$ cat src/rtl/nios2_qsys_oci_dct_packer.sv
// DCT trace packer: packs SYM_W-bit symbols LSB-first into a DEPTH-symbol word
// and hands full or flushed words to a one-entry output register. Optional idle auto-flush: DCT_TIMEOUT_FLUSH_EN.
module nios2_qsys_oci_dct_packer #(
    parameter int SYM_W        = 2,
    parameter int DEPTH        = 15,
    parameter int CNT_W        = 4,
    parameter int IDLE_TIMEOUT = 64
) (
    input  logic                   clk,
    input  logic                   reset,
    input  logic                   sym_valid,
    input  logic [SYM_W-1:0]       sym_data,
    output logic                   sym_ready,
    input  logic                   flush,
    output logic [SYM_W*DEPTH-1:0] dct_buffer,
    output logic [CNT_W-1:0]       dct_count,
    output logic                   word_valid,
    output logic [SYM_W*DEPTH-1:0] word_data,
    output logic [CNT_W-1:0]       word_count,
    input  logic                   word_ready
);

    localparam int               BUF_W = SYM_W * DEPTH;
    localparam logic [0:0]       FILL  = 1'b0;
    localparam logic [0:0]       STALL = 1'b1;
    localparam logic [CNT_W-1:0] FULL  = CNT_W'(DEPTH);

    // Reject configurations where the counter cannot represent a full word.
    if (CNT_W < $clog2(DEPTH + 1) || IDLE_TIMEOUT < 2) begin : g_param_check
        $error("nios2_qsys_oci_dct_packer: CNT_W too small for DEPTH or IDLE_TIMEOUT < 2");
    end

    logic [0:0]       state;
    logic             flush_pend;
    logic             accept;
    logic             slot_free;
    logic             flush_req;
    logic             full_next;
    logic             emit;
    logic             do_emit;
    logic             timeout_flush;
    logic [CNT_W-1:0] cnt_next;
    logic [BUF_W-1:0] buf_next;

    assign sym_ready = (state == FILL) && !flush_pend;
    assign accept    = sym_valid && sym_ready;
    assign cnt_next  = dct_count + {{(CNT_W-1){1'b0}}, accept};
    assign slot_free = !word_valid || word_ready;
    assign flush_req = flush || flush_pend || timeout_flush;
    assign full_next = (cnt_next == FULL);
    assign emit      = full_next || (flush_req && (cnt_next != '0));
    assign do_emit   = emit && slot_free;

    // NOTE: buf_next gets its default before the conditional writes so no latch is inferred.
    always_comb begin
        buf_next = dct_buffer;
        for (int k = 0; k < DEPTH; k++) begin
            if (accept && (dct_count == CNT_W'(k)))
                buf_next[k*SYM_W +: SYM_W] = sym_data;
        end
    end

    // NOTE: all state below uses non-blocking assignments so every register samples pre-edge values.
    always_ff @(posedge clk) begin
        if (reset) begin
            state      <= FILL;
            flush_pend <= 1'b0;
            dct_buffer <= '0;
            dct_count  <= '0;
            word_valid <= 1'b0;
            word_data  <= '0;
            word_count <= '0;
        end else begin
            if (word_valid && word_ready)
                word_valid <= 1'b0;

            if (do_emit) begin
                word_valid <= 1'b1;
                word_data  <= buf_next;
                word_count <= cnt_next;
                dct_buffer <= '0;
                dct_count  <= '0;
                flush_pend <= 1'b0;
                state      <= FILL;
            end else begin
                dct_buffer <= buf_next;
                dct_count  <= cnt_next;
                if (full_next)
                    state <= STALL;
                // An empty flush is simply dropped; a blocked one waits for the slot.
                if (flush_req)
                    flush_pend <= (cnt_next != '0);
            end
        end
    end

`ifdef DCT_TIMEOUT_FLUSH_EN
    localparam int IDLE_W = (IDLE_TIMEOUT > 2) ? $clog2(IDLE_TIMEOUT) : 1;
    localparam logic [IDLE_W-1:0] IDLE_LAST = IDLE_W'(IDLE_TIMEOUT - 1);

    logic [IDLE_W-1:0] idle_cnt;

    assign timeout_flush = (idle_cnt == IDLE_LAST);

    // Holds at the threshold so the request stays up until the word can leave.
    always_ff @(posedge clk) begin
        if (reset || accept || do_emit)
            idle_cnt <= '0;
        else if ((dct_count != '0) && (idle_cnt != IDLE_LAST))
            idle_cnt <= idle_cnt + 1'b1;
    end
`else
    assign timeout_flush = 1'b0;
`endif

endmodule

$ cat config.mk
export PLATFORM = sky130hd
export DESIGN_NAME = nios2_qsys_oci_dct_packer
export DESIGN_NICKNAME = d
export VERILOG_FILES = /design/src/rtl/nios2_qsys_oci_dct_packer.sv
export SDC_FILE = /design/constraint.sdc
export NUM_CORES = 1
export LEC_CHECK = 0
export CAP_MARGIN = 40
export CORE_MARGIN = 2
export CORE_UTILIZATION = 45
export DETAILED_ROUTE_END_ITERATION = 10
export DONT_BUFFER_PORTS = 1
export GPL_ROUTABILITY_DRIVEN = 0
export PLACE_DENSITY = 0.67
export SYNTH_ARGS = -nofsm -noshare
export SYNTH_HDL_FRONTEND = slang
export SYNTH_SLANG_ARGS = --single-unit
$ cat constraint.sdc
create_clock -name clk -period 2.47 [get_ports clk]
set_clock_uncertainty 0.05 [all_clocks]
set_input_delay 0.494 -clock clk [delete_from_list [all_inputs] [get_ports clk]]
set_output_delay 0.494 -clock clk [all_outputs]
set_load 0.05 [all_outputs]
==> results.md <==
| Parameter | This run | Unit |
|---|---|---|
| Status | finished clean | - |
| Number of top-level pins | 77 | - |
| DRC violations left | 0 | - |
| Total number of yosys warnings | 0 | - |
| First-pass GRT wire length | 12.3 | mm |
| Full die area | 7760 | um2 |
| Post-synth ARST share | 0 | % |
| Root buffer cell | sky130_fd_sc_hd__clkbuf_8 | - |
| Syn_nets | 338 | - |
| Portion of total power attributed to combinational logic | 18.0 | % |
| Violation count after the first detailed-route iteration | 179 | - |
| Detailed-placement wirelength estimate | 4.91 | mm |
| Pin count of the biggest net entering global routing | 63 | - |
| Number of port buffers | 0 | - |
| Top-area cell type share of the netlist area | 44.7 | % |
| Clock sink count | 71 | - |
| Detailed-route vias per instance | 5.73 | - |
| Number of routed nets with antenna violations | 0 | - |
| Initial cell density of the core | 46.6 | % |
| Worst min path class | in2reg | - |
| Utilization after layout | 55.7 | % |
| Peak VDD IR | 0.411 | mV |
| Number of enable flip-flop cells after synthesis | 0 | - |
| Die Y-Extent | 88.1 | um |
| Net switching fraction of the power | 26.4 | % |
| Required time of the critical path | 2670 | ps |
| Via count of the first global-routing pass | 2,434 | - |
| Post-route minimum period | 2380 | ps |
| Total global-route track usage | 20.6 | % |
| Mean cell area of the mapped netlist | 9.67 | um2 |
| Worst endpoint data arrival time | 2580 | ps |
| Overall overflow remaining after global route | 0 | - |
| Part of the cycle the worst path needs | 96.5 | % |
| Maximum count of clock buffers along a single path | 2 | - |
| Timing-limited maximum frequency | 420 | MHz |
| WS Path Type | reg2reg | - |
| Post-synthesis instance area | 3180 | um2 |
| Synthesis-stage register bit count | 71 | - |
| Hold Fails Final Rpt | 0 | - |
| Total number of vias | 2,527 | - |
| Number of cells produced by synthesis | 329 | - |
| Area growth from synthesis to final layout | 19.5 | % |
| Std-Cell Rows | 30 | - |
| Setup-failing EPs final | 0 | - |
| Leakage | 0.00176 | uW |
| Element type at the critical path start | register | - |
| Share of total power in sequential cells | 40.0 | % |
| Placed Instance Area | 3410 | um2 |
| Clock slew at the register clock pins of the worst setup and hold paths | 80 | ps |
| CTS HTree Levels | 3 | - |
| Clock tree from TritonCTS | yes | - |
| Library cell with the largest summed area after synthesis | sky130_fd_sc_hd__dfxtp_1 | - |
| Clock insertion delay at the later pin of the skew report | 330 | ps |
| Synth Flop Type | sky130_fd_sc_hd__dfxtp_1 | - |
| Kind of end point of the critical path | register | - |
| Final routed wire length divided by cell count | 17.6 | um |
| Filler Cells Inserted | 620 | - |
| Synth top area cells | sky130_fd_sc_hd__dfxtp_1 45%, sky130_fd_sc_hd__mux2i_1 7.6%, sky130_fd_sc_hd__o211a_1 6.9% | - |
| Number of nets in the finished design | 349 | - |
| Part of the Yosys area used for sequential elements | 44.7 | % |
| Number of antenna violations at the first check in global routing | 0 | - |
| Pwr per Cell Area | 831 | nW/um2 |
| Hold buffer count at CTS | 0 | - |
| Drt pass-1 iters | 6 | - |
| Final std cell area, no fill | 3800 | um2 |
| Peak fanout along the critical path | 9 | - |
| Reported max-cap violation count | 0 | - |
| Clock buffer count from CTS | 9 | - |
| Count of antenna diodes in the layout | 0 | - |
| Switching power total | 834 | uW |
| Int Pwr | 2320 | uW |
| Remaining max-slew budget at the tightest pin | 47.8 | % |
| Wirelength, routed | 7.78 | mm |
| Placeable core area | 6830 | um2 |
| Fraction of layout cells with a size suffix above 1 | 18.6 | % |
| Number of distinct library cells after synthesis | 41 | - |
| Worst-margin pin slew | 776 | ps |
| Width of the die | 88.1 | um |
| Final slew viol count | 0 | - |
| Clock Power Share | 42.0 | % |
-- power by group through the flow --
stage / logic [uW] / clock network (uW) / registers (uW)
final: 568 / 1330 / 1260
after global routing: 613 / 1410 / 1270
after CTS: 520 / 1350 / 1260
after detailed placement: 494 / 0 / 1290
after global placement: 489 / 0 / 1290
after floorplan: 330 / 0 / 1320
-- Yosys cell counts, types with 2 or more instances --
cell type,instances
sky130_fd_sc_hd__nor4_1,2
sky130_fd_sc_hd__dfxtp_1,71
sky130_fd_sc_hd__mux2i_1,24
sky130_fd_sc_hd__mux2_1,3
sky130_fd_sc_hd__a21oi_1,9
sky130_fd_sc_hd__nand2_1,27
sky130_fd_sc_hd__buf_4,4
sky130_fd_sc_hd__nor2b_1,8
sky130_fd_sc_hd__and3b_1,3
sky130_fd_sc_hd__nor3b_1,3
sky130_fd_sc_hd__nand3b_1,2
sky130_fd_sc_hd__a21boi_0,20
sky130_fd_sc_hd__nand3_1,12
sky130_fd_sc_hd__o21ai_0,32
sky130_fd_sc_hd__mux2_2,5
sky130_fd_sc_hd__and3_1,24
sky130_fd_sc_hd__clkbuf_1,20
sky130_fd_sc_hd__nor2_1,2
sky130_fd_sc_hd__ha_1,2
sky130_fd_sc_hd__a21o_1,2
sky130_fd_sc_hd__nor3_1,3
sky130_fd_sc_hd__a211oi_1,10
sky130_fd_sc_hd__buf_2,2
sky130_fd_sc_hd__o211a_1,22
-- final timing paths --
path,from,depth (start not counted),slack (ps),endpoint
setup / recovery,state,10,90,dct_buffer[28]
hold / removal,reset,1,180,state
setup reg to reg,state,10,90,dct_buffer[28]
hold reg to reg,flush_pend,3,640,flush_pend
-- registers in the layout, summed over array words and instances, names as in the netlist --
name and count:
dct_buffer 30, word_data 30, dct_count 4, word_count 4
flush_pend 1, state 1, word_valid 1
-- repair_timing --
item,CTS,global route
gates cloned,0,1
setup endpoints to repair,1,13
resized for setup,0,9
buffers inserted,2,0
pin swaps,1,2
-- kinds of logic (layout without fill, tap and decap cells) --
kind of cell               after synthesis  after routing  synth area share [%]
DFF                                     71             71                  44.7
and+or+nand+nor                         93             93                  16.6
muxes                                   32             32                  10.4
adders and majority gates                2              2                 0.786
xor gates and xnor gates                 2              2                 0.551
AOI/OAI and AO/OA                      100            100                  22.8
buffers and inverters                   29             45                  4.21
-- cells in the final DEF, fill, tap and decap left out, drive strengths merged, types with 2 or more instances in the layout --
master and count:
nand3 12, nand3b 2, o211a 22, nor3 3, a21boi 20, dfxtp 71
and3b 3, mux2i 24, bufinv 5, a21o 2, inv 2, nor3b 3
nand2 27, mux2 8, and3 24, ha 2, o21ai 32, a21oi 9
a211oi 10, nor4 2, clkbuf 11, nor2b 8, nor2 2, buf 26
-- cell type report --
cell class              instances  area [um2]  share of cell area (%)
clock buffers                  10         138                    3.62
multi-input cells             229        1690                    44.3
clock inverters                 6         155                    4.08
flip-flops and latches         71        1420                    37.4
well taps                      96         120                    3.16
repair buffers                 27         273                    7.17
inverters                       2        7.51                   0.197
-- worst max-delay path, cell delays in order (launching register included) --
cell and delay [ps]:
sky130_fd_sc_hd__dfxtp_2 360, sky130_fd_sc_hd__nor2_4 50, sky130_fd_sc_hd__and2_1 140, sky130_fd_sc_hd__ha_2 190
sky130_fd_sc_hd__ha_4 150, sky130_fd_sc_hd__xor2_1 170, sky130_fd_sc_hd__o32a_1 420, sky130_fd_sc_hd__buf_4 160
sky130_fd_sc_hd__o211a_4 290, sky130_fd_sc_hd__buf_6 150, sky130_fd_sc_hd__a211oi_1 180
-- per-layer routing --
| layer | wire length, um | GRT usage [%] | vias to the layer above |
|---|---|---|---|
| li1 | - | - | 1235 |
| met1 | 3430 | 25.8 | 1219 |
| met2 | 3610 | 31.7 | 69 |
| met3 | 667 | 8.95 | 4 |
| met4 | 70 | 7.71 | 0 |
| met5 | 0 | 0 | - |
-- metrics by stage --
step                      TNS, ps  worst slack (ps)  hold WS [ps]  total power [uW]  cells
after floorplan              -197             -65.6           482              1650    329
after global placement       -882             -45.1           520              1780    422
after detailed placement    -2830             -98.8           519              1780    422
after CTS                       0              45.1           152              3140    440
after global routing        -12.5             -12.5           153              3280    441
final                           0              87.4           180              3160    441
(Power assumes the default switching activity.)
